<file path="config.mk">
export PLATFORM = sky130hd
export DESIGN_NAME = rv_fetch_ctrl_flat
export DESIGN_NICKNAME = d
export VERILOG_FILES = /design/src/rtl/rv_fetch_ctrl_if.sv /design/src/rtl/rv_fetch_ctrl.sv /design/src/flat_wrapper.sv
export SDC_FILE = /design/constraint.sdc
export NUM_CORES = 1
export LEC_CHECK = 0
export CAP_MARGIN = 30
export CORE_MARGIN = 8
export CORE_UTILIZATION = 45
export DETAILED_ROUTE_END_ITERATION = 12
export PLACE_DENSITY_LB_ADDON = 0.3
export RECOVER_POWER = 50
export REMOVE_ABC_BUFFERS = 1
export SYNTH_ARGS = -nofsm -noshare
export SYNTH_HDL_FRONTEND = slang
export SYNTH_SLANG_ARGS = --single-unit
</file>
<file path="constraint.sdc">
create_clock -name i_clk -period 4.1 [get_ports i_clk]
set_clock_uncertainty 0.05 [all_clocks]
set_input_delay 0.82 -clock i_clk [delete_from_list [all_inputs] [get_ports i_clk]]
set_output_delay 0.82 -clock i_clk [all_outputs]
set_load 0.01 [all_outputs]
</file>
<file path="src/rtl/rv_fetch_ctrl_if.sv">
// Instruction-bus read channel plus the decode-side valid/ready handshake of the fetch controller.
// master = fetch controller side, slave = bus/decode side.
interface rv_fetch_ctrl_if;
  logic        bus_req;
  logic [29:0] bus_addr;
  logic        bus_gnt;
  logic        bus_rvalid;
  logic [31:0] bus_rdata;
  logic        instr_valid;
  logic [31:0] instr;
  logic [29:0] instr_pc;
  logic        instr_ready;

  modport master (
    output bus_req, bus_addr, instr_valid, instr, instr_pc,
    input  bus_gnt, bus_rvalid, bus_rdata, instr_ready
  );

  modport slave (
    input  bus_req, bus_addr, instr_valid, instr, instr_pc,
    output bus_gnt, bus_rvalid, bus_rdata, instr_ready
  );
endinterface

</file>
<file path="src/rtl/rv_fetch_ctrl.sv">
// Fetch sequencer: issues reads at the current PC, tags them, buffers returned words for decode
// and discards responses that belong to the path abandoned by a redirect.
module rv_fetch_ctrl #(
  parameter int BUF_DEPTH       = 2,
  parameter int MAX_OUTSTANDING = 2
) (
  input  logic            i_clk,
  input  logic            i_reset_n,
  input  logic            i_enable,
  input  logic [29:0]     i_pc,
  output logic            o_pc_adv,
  input  logic            i_redirect,
  rv_fetch_ctrl_if.master fe
);

  localparam int CW  = $clog2(MAX_OUTSTANDING + 1);
  localparam int BW  = $clog2(BUF_DEPTH + 1);
  localparam int BPW = $clog2(BUF_DEPTH);
  localparam int TPW = (MAX_OUTSTANDING > 1) ? $clog2(MAX_OUTSTANDING) : 1;

  typedef enum logic [1:0] {ST_IDLE, ST_RUN, ST_DRAIN} state_t;

  state_t          state_reg;
  logic [CW-1:0]   out_cnt_reg;
  logic [CW-1:0]   out_cnt_next;
  logic [CW-1:0]   kill_cnt_reg;
  logic [CW-1:0]   kill_cnt_next;
  logic [BW-1:0]   buf_count_reg;
  logic [BPW-1:0]  buf_wr_ptr_reg;
  logic [BPW-1:0]  buf_rd_ptr_reg;
  logic [TPW-1:0]  tag_wr_ptr_reg;
  logic [TPW-1:0]  tag_rd_ptr_reg;

  logic [31:0]     buf_data_reg [BUF_DEPTH];
  logic [29:0]     buf_pc_reg   [BUF_DEPTH];
  logic [29:0]     tag_mem_reg  [MAX_OUTSTANDING];

  logic            redirect_act;
  logic            credit_ok;
  logic            bus_req;
  logic            issue;
  logic            rsp;
  logic            keep_rsp;
  logic            buf_pop;
  logic            instr_valid;

  function automatic logic [TPW-1:0] tag_inc(input logic [TPW-1:0] p);
    return (p == TPW'(MAX_OUTSTANDING - 1)) ? '0 : p + TPW'(1);
  endfunction

  // Credit rule: every in-flight read already owns a buffer slot, so a response is never dropped.
  assign credit_ok    = (int'(out_cnt_reg) < MAX_OUTSTANDING) &&
                        ((int'(out_cnt_reg) + int'(buf_count_reg)) < BUF_DEPTH);
  assign redirect_act = i_redirect && (state_reg != ST_IDLE);
  assign bus_req      = (state_reg == ST_RUN) && i_enable && !i_redirect && credit_ok;
  assign issue        = bus_req && fe.bus_gnt;
  assign rsp          = fe.bus_rvalid && (out_cnt_reg != '0);
  assign keep_rsp     = rsp && !redirect_act && (kill_cnt_reg == '0);
  assign instr_valid  = (buf_count_reg != '0);
  assign buf_pop      = instr_valid && fe.instr_ready && !redirect_act;
  assign out_cnt_next = out_cnt_reg + CW'(issue) - CW'(rsp);

  always_comb begin
    kill_cnt_next = kill_cnt_reg;
    if (redirect_act) begin
      kill_cnt_next = out_cnt_next;
    end else if (rsp && (kill_cnt_reg != '0)) begin
      kill_cnt_next = kill_cnt_reg - CW'(1);
    end
  end

  always_ff @(posedge i_clk or negedge i_reset_n) begin
    if (!i_reset_n) begin
      state_reg      <= ST_IDLE;
      out_cnt_reg    <= '0;
      kill_cnt_reg   <= '0;
      buf_count_reg  <= '0;
      buf_wr_ptr_reg <= '0;
      buf_rd_ptr_reg <= '0;
      tag_wr_ptr_reg <= '0;
      tag_rd_ptr_reg <= '0;
    end else begin
      out_cnt_reg  <= out_cnt_next;
      kill_cnt_reg <= kill_cnt_next;
      case (state_reg)
        ST_IDLE:  if (i_enable) state_reg <= ST_RUN;
        ST_RUN:   if (i_redirect && (out_cnt_next != '0)) state_reg <= ST_DRAIN;
        ST_DRAIN: if (kill_cnt_next == '0) state_reg <= ST_RUN;
        default:  state_reg <= ST_IDLE;
      endcase
      // Stale tags are dropped here; killed responses then leave the tag pointers untouched.
      if (redirect_act) begin
        buf_count_reg  <= '0;
        buf_wr_ptr_reg <= '0;
        buf_rd_ptr_reg <= '0;
        tag_wr_ptr_reg <= '0;
        tag_rd_ptr_reg <= '0;
      end else begin
        if (issue)    tag_wr_ptr_reg <= tag_inc(tag_wr_ptr_reg);
        if (keep_rsp) tag_rd_ptr_reg <= tag_inc(tag_rd_ptr_reg);
        if (keep_rsp) buf_wr_ptr_reg <= buf_wr_ptr_reg + BPW'(1);
        if (buf_pop)  buf_rd_ptr_reg <= buf_rd_ptr_reg + BPW'(1);
        buf_count_reg <= buf_count_reg + BW'(keep_rsp) - BW'(buf_pop);
      end
    end
  end

  always_ff @(posedge i_clk or negedge i_reset_n) begin
    if (!i_reset_n) begin
      for (int i = 0; i < BUF_DEPTH; i++) begin
        buf_data_reg[i] <= '0;
        buf_pc_reg[i]   <= '0;
      end
    end else if (keep_rsp) begin
      buf_data_reg[buf_wr_ptr_reg] <= fe.bus_rdata;
      buf_pc_reg[buf_wr_ptr_reg]   <= tag_mem_reg[tag_rd_ptr_reg];
    end
  end

  always_ff @(posedge i_clk) begin
    if (issue) tag_mem_reg[tag_wr_ptr_reg] <= i_pc;
  end

  assign o_pc_adv       = issue;
  assign fe.bus_req     = bus_req;
  assign fe.bus_addr    = i_pc;
  assign fe.instr_valid = instr_valid;
  assign fe.instr       = buf_data_reg[buf_rd_ptr_reg];
  assign fe.instr_pc    = buf_pc_reg[buf_rd_ptr_reg];

endmodule

</file>
<file path="src/flat_wrapper.sv">
// flat-port wrapper written by rule: the top's interface ports become plain ports
module rv_fetch_ctrl_flat 
#(
  parameter int BUF_DEPTH       = 2,
  parameter int MAX_OUTSTANDING = 2
)
  (i_clk, i_reset_n, i_enable, i_pc, o_pc_adv, i_redirect, fe_bus_req, fe_bus_addr, fe_instr_valid, fe_instr, fe_instr_pc, fe_bus_gnt, fe_bus_rvalid, fe_bus_rdata, fe_instr_ready);
  rv_fetch_ctrl_if fe_i ();
  input  logic i_clk;
  input  logic i_reset_n;
  input  logic i_enable;
  input  logic [29:0] i_pc;
  output logic o_pc_adv;
  input  logic i_redirect;
  output wire logic [$bits(fe_i.bus_req)-1:0] fe_bus_req;
  output wire logic [$bits(fe_i.bus_addr)-1:0] fe_bus_addr;
  output wire logic [$bits(fe_i.instr_valid)-1:0] fe_instr_valid;
  output wire logic [$bits(fe_i.instr)-1:0] fe_instr;
  output wire logic [$bits(fe_i.instr_pc)-1:0] fe_instr_pc;
  input wire logic [$bits(fe_i.bus_gnt)-1:0] fe_bus_gnt;
  input wire logic [$bits(fe_i.bus_rvalid)-1:0] fe_bus_rvalid;
  input wire logic [$bits(fe_i.bus_rdata)-1:0] fe_bus_rdata;
  input wire logic [$bits(fe_i.instr_ready)-1:0] fe_instr_ready;
  assign fe_bus_req = fe_i.bus_req;
  assign fe_bus_addr = fe_i.bus_addr;
  assign fe_instr_valid = fe_i.instr_valid;
  assign fe_instr = fe_i.instr;
  assign fe_instr_pc = fe_i.instr_pc;
  assign fe_i.bus_gnt = fe_bus_gnt;
  assign fe_i.bus_rvalid = fe_bus_rvalid;
  assign fe_i.bus_rdata = fe_bus_rdata;
  assign fe_i.instr_ready = fe_instr_ready;
  rv_fetch_ctrl #(.BUF_DEPTH(BUF_DEPTH), .MAX_OUTSTANDING(MAX_OUTSTANDING)) u_core (.i_clk(i_clk), .i_reset_n(i_reset_n), .i_enable(i_enable), .i_pc(i_pc), .o_pc_adv(o_pc_adv), .i_redirect(i_redirect), .fe(fe_i));
endmodule
</file>
After elaboration in Yosys (flattened, before gate mapping)
Memory sizes are Yosys's and may differ from the RTL's.
Cells that the tools add are included.
{"block": "word_totals", "reg_bits": 136, "output_inout_bits": 95, "memories": 1, "in_bits": 69, "wordCells": 94, "mem_bits_rw": 60}
{"block": "op_classes", "mux": 31, "n_addsub": 10, "order_cmp": 5, "n_eq_ne": 5, "reduce_logical": 28, "bitwise_logic": 2}
{"name": "u_core.tag_mem_reg", "depth": 2, "width": 30, "rd": 1, "rd_ports_with_merged_regs": 0, "wr": 1, "line_no": "rv_fetch_ctrl.sv:36", "text": "logic [29:0] tag_mem_reg [MAX_OUTSTANDING];"}
{"operator": "32-bit two-way mux", "n": 4}
{"operator": "30-bit two-way mux", "n": 4}
{"operator": "64-bit bitwise mux", "n": 1}
{"operator": "60-bit bitwise mux", "n": 1}
{"operator": "32-bit demux with 1-bit select", "n": 1}
{"operator": "32-bit by 3-bit < comparator with 1-bit output (second input constant)", "n": 1}
{"operator": "30-bit demux with 1-bit select", "n": 1}
{"operator": "2-bit nonzero test", "n": 8}
{"operator": "1-bit logical AND", "n": 14}
{"operator": "1-bit two-way mux", "n": 12}
{"operator": "2-bit two-way mux", "n": 6}
{"operator": "2-bit logical NOT", "n": 3}
{"operator": "2-bit case mux with 3 select lines", "n": 1}
{"operator": "1-bit adder (second input constant)", "n": 4}
{"operator": "2-bit by 1-bit adder with 2-bit output", "n": 2}
{"operator": "2-bit >= comparator (second input constant)", "n": 2}
{"operator": "2-bit != test (second input constant)", "n": 2}
{"operator": "1-bit NOT with 2-bit output", "n": 2}
{"operator": "2-bit by 1-bit subtractor with 2-bit output", "n": 2}
{"operator": "2-bit by 2-bit adder with 3-bit output", "n": 1}
{"operator": "3-bit AND reduction", "n": 1}
{"operator": "2-bit by 1-bit equality test with 1-bit output (second input constant)", "n": 1}
{"operator": "2-bit equality test (second input constant)", "n": 1}
{"operator": "1-bit logical NOT", "n": 2}
{"operator": "other kinds (4)", "n": 4}

Logic depth before layout (Yosys ltp)
{"block": "logic_depth", "depth_word": 11, "mapped_depth": 12, "mapped_depth_nobuf": 12}

Worst setup path before layout
OpenSTA, ideal clock, no wires.
{"block": "synth_path", "path_kind": "register -> register", "startpoint": "register u_core.out_cnt_reg[0]", "endpoint": "memory u_core.tag_mem_reg[0][0] (enable)", "t_arrival_ns": 3.399, "period_less_slack_ns": 3.866, "required_ns": 3.633, "stages_incl_launch_ff": 7, "path_buffers": 0, "slack_ns": 0.234, "setup_time_ns": 0.417, "cell_sequence": "dfrtp_1 and2_1 fa_1 or4b_1 nor3b_1 nand2_1 nor2_1"}
{"block": "synth_between", "elab_chain_len": 7, "elab_cells_between_ends": 8, "cone_classes": "add/sub (1); order compare (2); mux (2); reduce/logical (3)"}
{"item": "start: declaration", "line_no": "rv_fetch_ctrl.sv:24", "text": "logic [CW-1:0] out_cnt_reg;"}
{"item": "start signal: assignment", "line_no": "rv_fetch_ctrl.sv:83", "text": "out_cnt_reg <= out_cnt_next;"}
{"item": "2-bit by 2-bit adder with 3-bit output", "line_no": "rv_fetch_ctrl.sv:53", "text": "((int'(out_cnt_reg) + int'(buf_count_reg)) < BUF_DEPTH);"}
{"item": "32-bit by 3-bit < comparator with 1-bit output", "line_no": "rv_fetch_ctrl.sv:53"}
{"item": "1-bit logical AND *", "line_no": "rv_fetch_ctrl.sv:52", "text": "assign credit_ok = (int'(out_cnt_reg) < MAX_OUTSTANDING) &&"}
{"item": "1-bit logical AND *", "line_no": "rv_fetch_ctrl.sv:55", "text": "assign bus_req = (state_reg == ST_RUN) && i_enable && !i_redirect && credit_ok;"}
{"item": "named net fe_bus_req", "line_no": "flat_wrapper.sv:15", "text": "output wire logic [$bits(fe_i.bus_req)-1:0] fe_bus_req;"}
{"item": "1-bit logical AND *", "line_no": "rv_fetch_ctrl.sv:56", "text": "assign issue = bus_req && fe.bus_gnt;"}
{"item": "1-bit two-way mux *", "line_no": "rv_fetch_ctrl.sv:121", "text": "if (issue) tag_mem_reg[tag_wr_ptr_reg] <= i_pc;"}
{"item": "1-bit two-way mux (not written as such) *", "line_no": "rv_fetch_ctrl.sv:121"}
{"item": "end: declaration", "line_no": "rv_fetch_ctrl.sv:36"}
The timed path passes the listed nets; every way through them passes the cells marked *.

Worst setup path in the final report
{"block": "layout_path", "startpoint": "register u_core.out_cnt_reg[0]", "endpoint": "output port o_pc_adv"}
{"block": "layout_between", "elab_chain_len": 5, "elab_cells_between_ends": 6, "cone_classes": "add/sub (1); order compare (2); reduce/logical (3)"}
{"item": "2-bit by 2-bit adder with 3-bit output", "line_no": "rv_fetch_ctrl.sv:53"}
{"item": "32-bit by 3-bit < comparator with 1-bit output", "line_no": "rv_fetch_ctrl.sv:53"}
{"item": "1-bit logical AND *", "line_no": "rv_fetch_ctrl.sv:52"}
{"item": "1-bit logical AND *", "line_no": "rv_fetch_ctrl.sv:55"}
{"item": "1-bit logical AND *", "line_no": "rv_fetch_ctrl.sv:56"}
{"item": "end: declaration", "line_no": "flat_wrapper.sv:13", "text": "output logic o_pc_adv;"}
Mark *: on every way between the ends. The rest lies on a longest branch, timed or not.

==> metrics <==
FFs w/ async S/R, synth=69.4%; CP startpoint=u_core.out_cnt_reg[0]; syn avg cell area=approximately 14 sq um; FF-to-FF path depth=12; Die Y=152 um; crit path max fanout=4; critical path launch point type=register; post-route ant nets=0; WL per Instance=17.7 um; Detailed Place HPWL=11.5 mm; number of library cell types mapped by synthesis=35; Crit path required time=approximately 3.2 ns; clock tree buffer depth=2; Port Buf Inserts=163; status=complete, but fails checks; M1 WL=7.84 mm; yosys warns=0; PwrDens=roughly 730 mW/mm^2; Worst-Skew Late Latency=0.42 ns; Main synth FF type=dfrtp_1; GP Congestion=0.784; failing checks=capacitance limit, slew limit; critical path arrival=3.01 ns; Fin. Hold Viols=0; Post-synth EDFFs=60; worst-margin pin slew=roughly 1.5 ns; CTS tree=built; Post-CTS Setup Bufs=0; Highest Signal Layer=met4; hold slack=0.395 ns; wire length of the first global-routing pass=~28 mm; maximum VDD drop=0.000365 V; met3 routed WL=879 um; routed wire length=~17 mm; R2R setup slack=0.65 ns; register area share after synthesis=62.4%; gr ovfl total=0; Global Route Usage Sum=between 10% and 20%; synthesized flop and latch total=around 200; TritonRoute pass-1 iters=4; initial antenna violation count=0; fin nets=798; power consumption=7.75 mW; RSZ-0062 raised after global routing=no; Largest register FFs=64; most frequent cells in the layout=dfrtp_1 (134), clkdlybuf4s50_1 (131), mux2_2 (106); Clk pin slew, worst setup/hold paths=0.07 ns; worst reg2reg path startpoint=u_core.out_cnt_reg[0]; LEAKAGE=4.38 nW; DRT iter0 DRCs=184; Area growth syn-to-layout=26.7%; vias per cell=5.08; routed length on met2=8.26 mm; final setup fails=0; highest clock rate=0.258 GHz; TritonCTS Buffers=17; max_slew headroom=-2.51%; Worst Hold Class=input pin to async pin; vias in the first global route=5420; Initial Util=around 45%; Fillers=1469; share of post-route cells with drive strength above 1=23.0%; ant diodes=0; IO Pins=164; cells after synthesis=594; synthesized cell area=about 0.0083 sq mm; Tmin final=3.88 ns; most common library cell in the layout ignoring fill and taps=dfrtp_1; MaxCap Viol Count=2; die area=approximately 0.023 sq mm; Die W=between 150 and 200 um; Final Cycle Share=between 90 and 100%; Setup Crit Path Kind=register to output port; root buffer cell=clkbuf_16; largest net degree at the start of global routing=112; CP endpoint kind=output port; Row Count=50; H-tree levels=4; Reg-to-Reg End=u_core.state_reg[0]; Sink Count=196; Post-route DRC=0; routed vias=4932; Final Max Slew Viols=100; CORE AREA=0.0185 sq mm
[critical path, cell delays in order (launching register included)]
cell and delay, ns:
dfrtp_1 0.41, and2_1 0.18, fa_1 0.44, or4b_1 0.53, nor3b_2 0.27, nand2_2 0.14, inv_1 0.07, clkdlybuf4s50_1 0.54
[where the power goes]
part | total, mW | internal [mW] | leakage [nW] | switching [mW]
Clock | 1.67 | 0.916 | 0.278 | 0.750
Sequential | 3.13 | 2.66 | 2.23 | 0.473
Combinational | 2.95 | 1.79 | 1.86 | 1.16
[Yosys cell counts, types with 4 or more instances]
master	count	area share (%)
o21ai_0	35	2.1
buf_6	4	0.54
a21oi_1	32	1.9
xor2_1	4	0.42
ha_1	5	0.75
dfrtp_1	136	41
nor2_1	39	1.8
mux2_4	20	3.6
mux2i_1	31	3.7
mux2_2	106	14
buf_4	32	2.9
buf_2	9	0.54
inv_1	7	0.31
edfxtp_1	60	22
nand2_1	34	1.5
clkbuf_1	15	0.67
[metal layers]
| metal | up-vias | track usage [%] |
|---|---|---|
| met5 | - | 0 |
| met1 | 2448 | 19.1 |
| met2 | 147 | 25.1 |
| met4 | 0 | 3.71 |
| met3 | 15 | 4.45 |
| li1 | 2322 | - |
[through the flow]
| stage | utilization, % | area, sq um | setup TNS, ns | cells | setup WS, ns |
|---|---|---|---|---|---|
| final | 57.3 | 10600 | 0 | 970 | 0.220 |
| after CTS | 57.4 | 10600 | 0 | 969 | 0.0507 |
| after floorplan | - | 7950 | -198.01 | 532 | -3.39 |
| after global placement | 54.1 | 9990 | 0 | 937 | 0.324 |
| after detailed placement | 54.1 | 9990 | 0 | 937 | 0.344 |
| after global routing | 57.3 | 10600 | 0 | 970 | 0.0220 |
[layout make-up]
class | instances | area, sq um | share of cell area (%)
Tap cell | 234 | 293 | 2.77
Inverter | 7 | 26.3 | 0.249
Sequential cell | 196 | 5210 | 49.3
Clock inverter | 15 | 175 | 1.66
Timing Repair Buffer | 172 | 1730 | 16.3
Multi-Input combinational cell | 329 | 2710 | 25.7
Clock buffer | 17 | 425 | 4.02
[worst max-delay path by stage]
stage / to
finish: o_pc_adv
global route: o_pc_adv
CTS: o_pc_adv
detailed placement: u_core.state_reg[0]
global placement: o_pc_adv
floorplan: u_core.buf_data_reg[0]
[timing repair]
item | 4_1_cts | 5_1_grt
gates resized for setup | 0 | 2
setup endpoints to repair | 0 | 1
hold buffers | 0 | 0
[cells by family (layout without fill, tap and decap cells)]
logic type | after synthesis | after routing | synth area share (%)
adders and majority gates | 6 | 6 | 0.990
xor gates and xnor gates | 7 | 7 | 0.915
and+or+nand+nor | 85 | 85 | 4.33
buffers and inverters | 69 | 211 | 5.04
AOI/OAI and AO/OA | 74 | 74 | 4.71
muxes | 157 | 157 | 21.6
DFF | 196 | 196 | 62.4
No activity file was read; power rests on OpenSTA's default activity.
==> patch (same settings) <==
`MAX_OUTSTANDING` is set to 2 in 2 places; all go to 1.
--- a/src/rtl/rv_fetch_ctrl.sv
+++ b/src/rtl/rv_fetch_ctrl.sv
@@ -2,7 +2,7 @@
 // and discards responses that belong to the path abandoned by a redirect.
 module rv_fetch_ctrl #(
   parameter int BUF_DEPTH       = 2,
-  parameter int MAX_OUTSTANDING = 2
+  parameter int MAX_OUTSTANDING = 1
 ) (
   input  logic            i_clk,
   input  logic            i_reset_n,
--- a/src/flat_wrapper.sv
+++ b/src/flat_wrapper.sv
@@ -2,7 +2,7 @@
 module rv_fetch_ctrl_flat 
 #(
   parameter int BUF_DEPTH       = 2,
-  parameter int MAX_OUTSTANDING = 2
+  parameter int MAX_OUTSTANDING = 1
 )
   (i_clk, i_reset_n, i_enable, i_pc, o_pc_adv, i_redirect, fe_bus_req, fe_bus_addr, fe_instr_valid, fe_instr, fe_instr_pc, fe_bus_gnt, fe_bus_rvalid, fe_bus_rdata, fe_instr_ready);
   rv_fetch_ctrl_if fe_i ();
Formal check against the unedited RTL: not equivalent (Yosys sat finds a counterexample within 4 cycles, from zero or initial values and one cycle with i_reset_n low).
==> patch against the original RTL <==
  * The run still ends with capacitance limit, slew limit left
  * Total power decreased by 17%
  * Synthesized cell count decreased by 26%
  * Setup slack improved by 310 ps
  * Synthesized area decreased by 11%
  * Critical path depth decreased by 3
  * Routed wire length decreased by 14%
  * Final area decreased by 11%
  * Sequential cell count decreased by 34
  * Critical endpoint unchanged
==> patch: results (changes against the original RTL) <==
The complex-gate fraction of the synthesized area is 0.989% (was 4.71%). The number of cells in the design after placement is 776 (was 937). The xor and xnor area share after synthesis came out at 0.235% (was 0.915%). Cells taking the most area after synthesis: sky130_fd_sc_hd__dfrtp_1 (44%), sky130_fd_sc_hd__mux2_4 (24%), sky130_fd_sc_hd__edfxtp_1 (12%) (was sky130_fd_sc_hd__dfrtp_1 (41%), sky130_fd_sc_hd__edfxtp_1 (22%), sky130_fd_sc_hd__mux2_2 (14%)). The filler cell count in the final layout is 1258 (was 1469). The cell count of the worst reg-to-reg path came out at 4 (was 12).

Status: complete, but fails checks (unchanged). The worst hold slack across all endpoints is 434 ps (was 395 ps). The count of max-cap constraint violations came out at 1 (was 2). The met1 demand-to-capacity share in global routing came out at 19.5% (was 19.1%). The reported sequential group power was 2.43 mW (was 3.13 mW). The total length of routed wires came to 14800 µm (was 17100 µm). The total count of max-transition violations in the final report is 84 (was 100). The met1 layer wirelength in the final routing is 6870 µm (was 7840 µm).

The number of non-clock inverters came out at 3 (was 7). The adder-cell share of the synthesized area is 0.335% (was 0.990%). The largest stage delay on the critical path is 600 ps (was 540 ps). The clock buffer instance count of the final layout is 25 (was 17). The largest net degree at the start of global routing is 84 (was 112). The cell count after synthesis came out at 438 (was 594). The multiplexer share of the synthesized area came out at 34.2% (was 21.6%). The half-perimeter wire length after placement came out at 9770 µm (was 11500 µm). The met2 global-route usage is 22.1% (was 25.1%). The static leakage came to 4.38 nW (about the same). Violations in the final reports: capacitance limit, slew limit (unchanged).
patch: changes by cell type in the layout (fill, tap and decap cells not counted), moves of 30 or more:
cell                       before  now
sky130_fd_sc_hd__mux2_4        16   85
sky130_fd_sc_hd__mux2_2       106   67
sky130_fd_sc_hd__edfxtp_1      60   30
sky130_fd_sc_hd__mux2_1         4   35
sky130_fd_sc_hd__a21oi_1       32    1
sky130_fd_sc_hd__o21ai_0       35    5
sky130_fd_sc_hd__nand2_1       33    1
sky130_fd_sc_hd__nor2_1        38    5
sky130_fd_sc_hd__mux2i_1       31    0
patch: stage by stage:
stage | worst slack, ps | instance area [µm²] | utilization (%) | power (mW)
floorplan | 374 | 7010 | - | 3.85
global placement | 654 | 9000 | 54.9 | 5.03
detailed placement | 626 | 9000 | 54.9 | 5.09
CTS | 600 | 9600 | 58.5 | 6.70
global route | 267 | 9440 | 57.6 | 6.81
finish | 529 | 9440 | 57.6 | 6.46
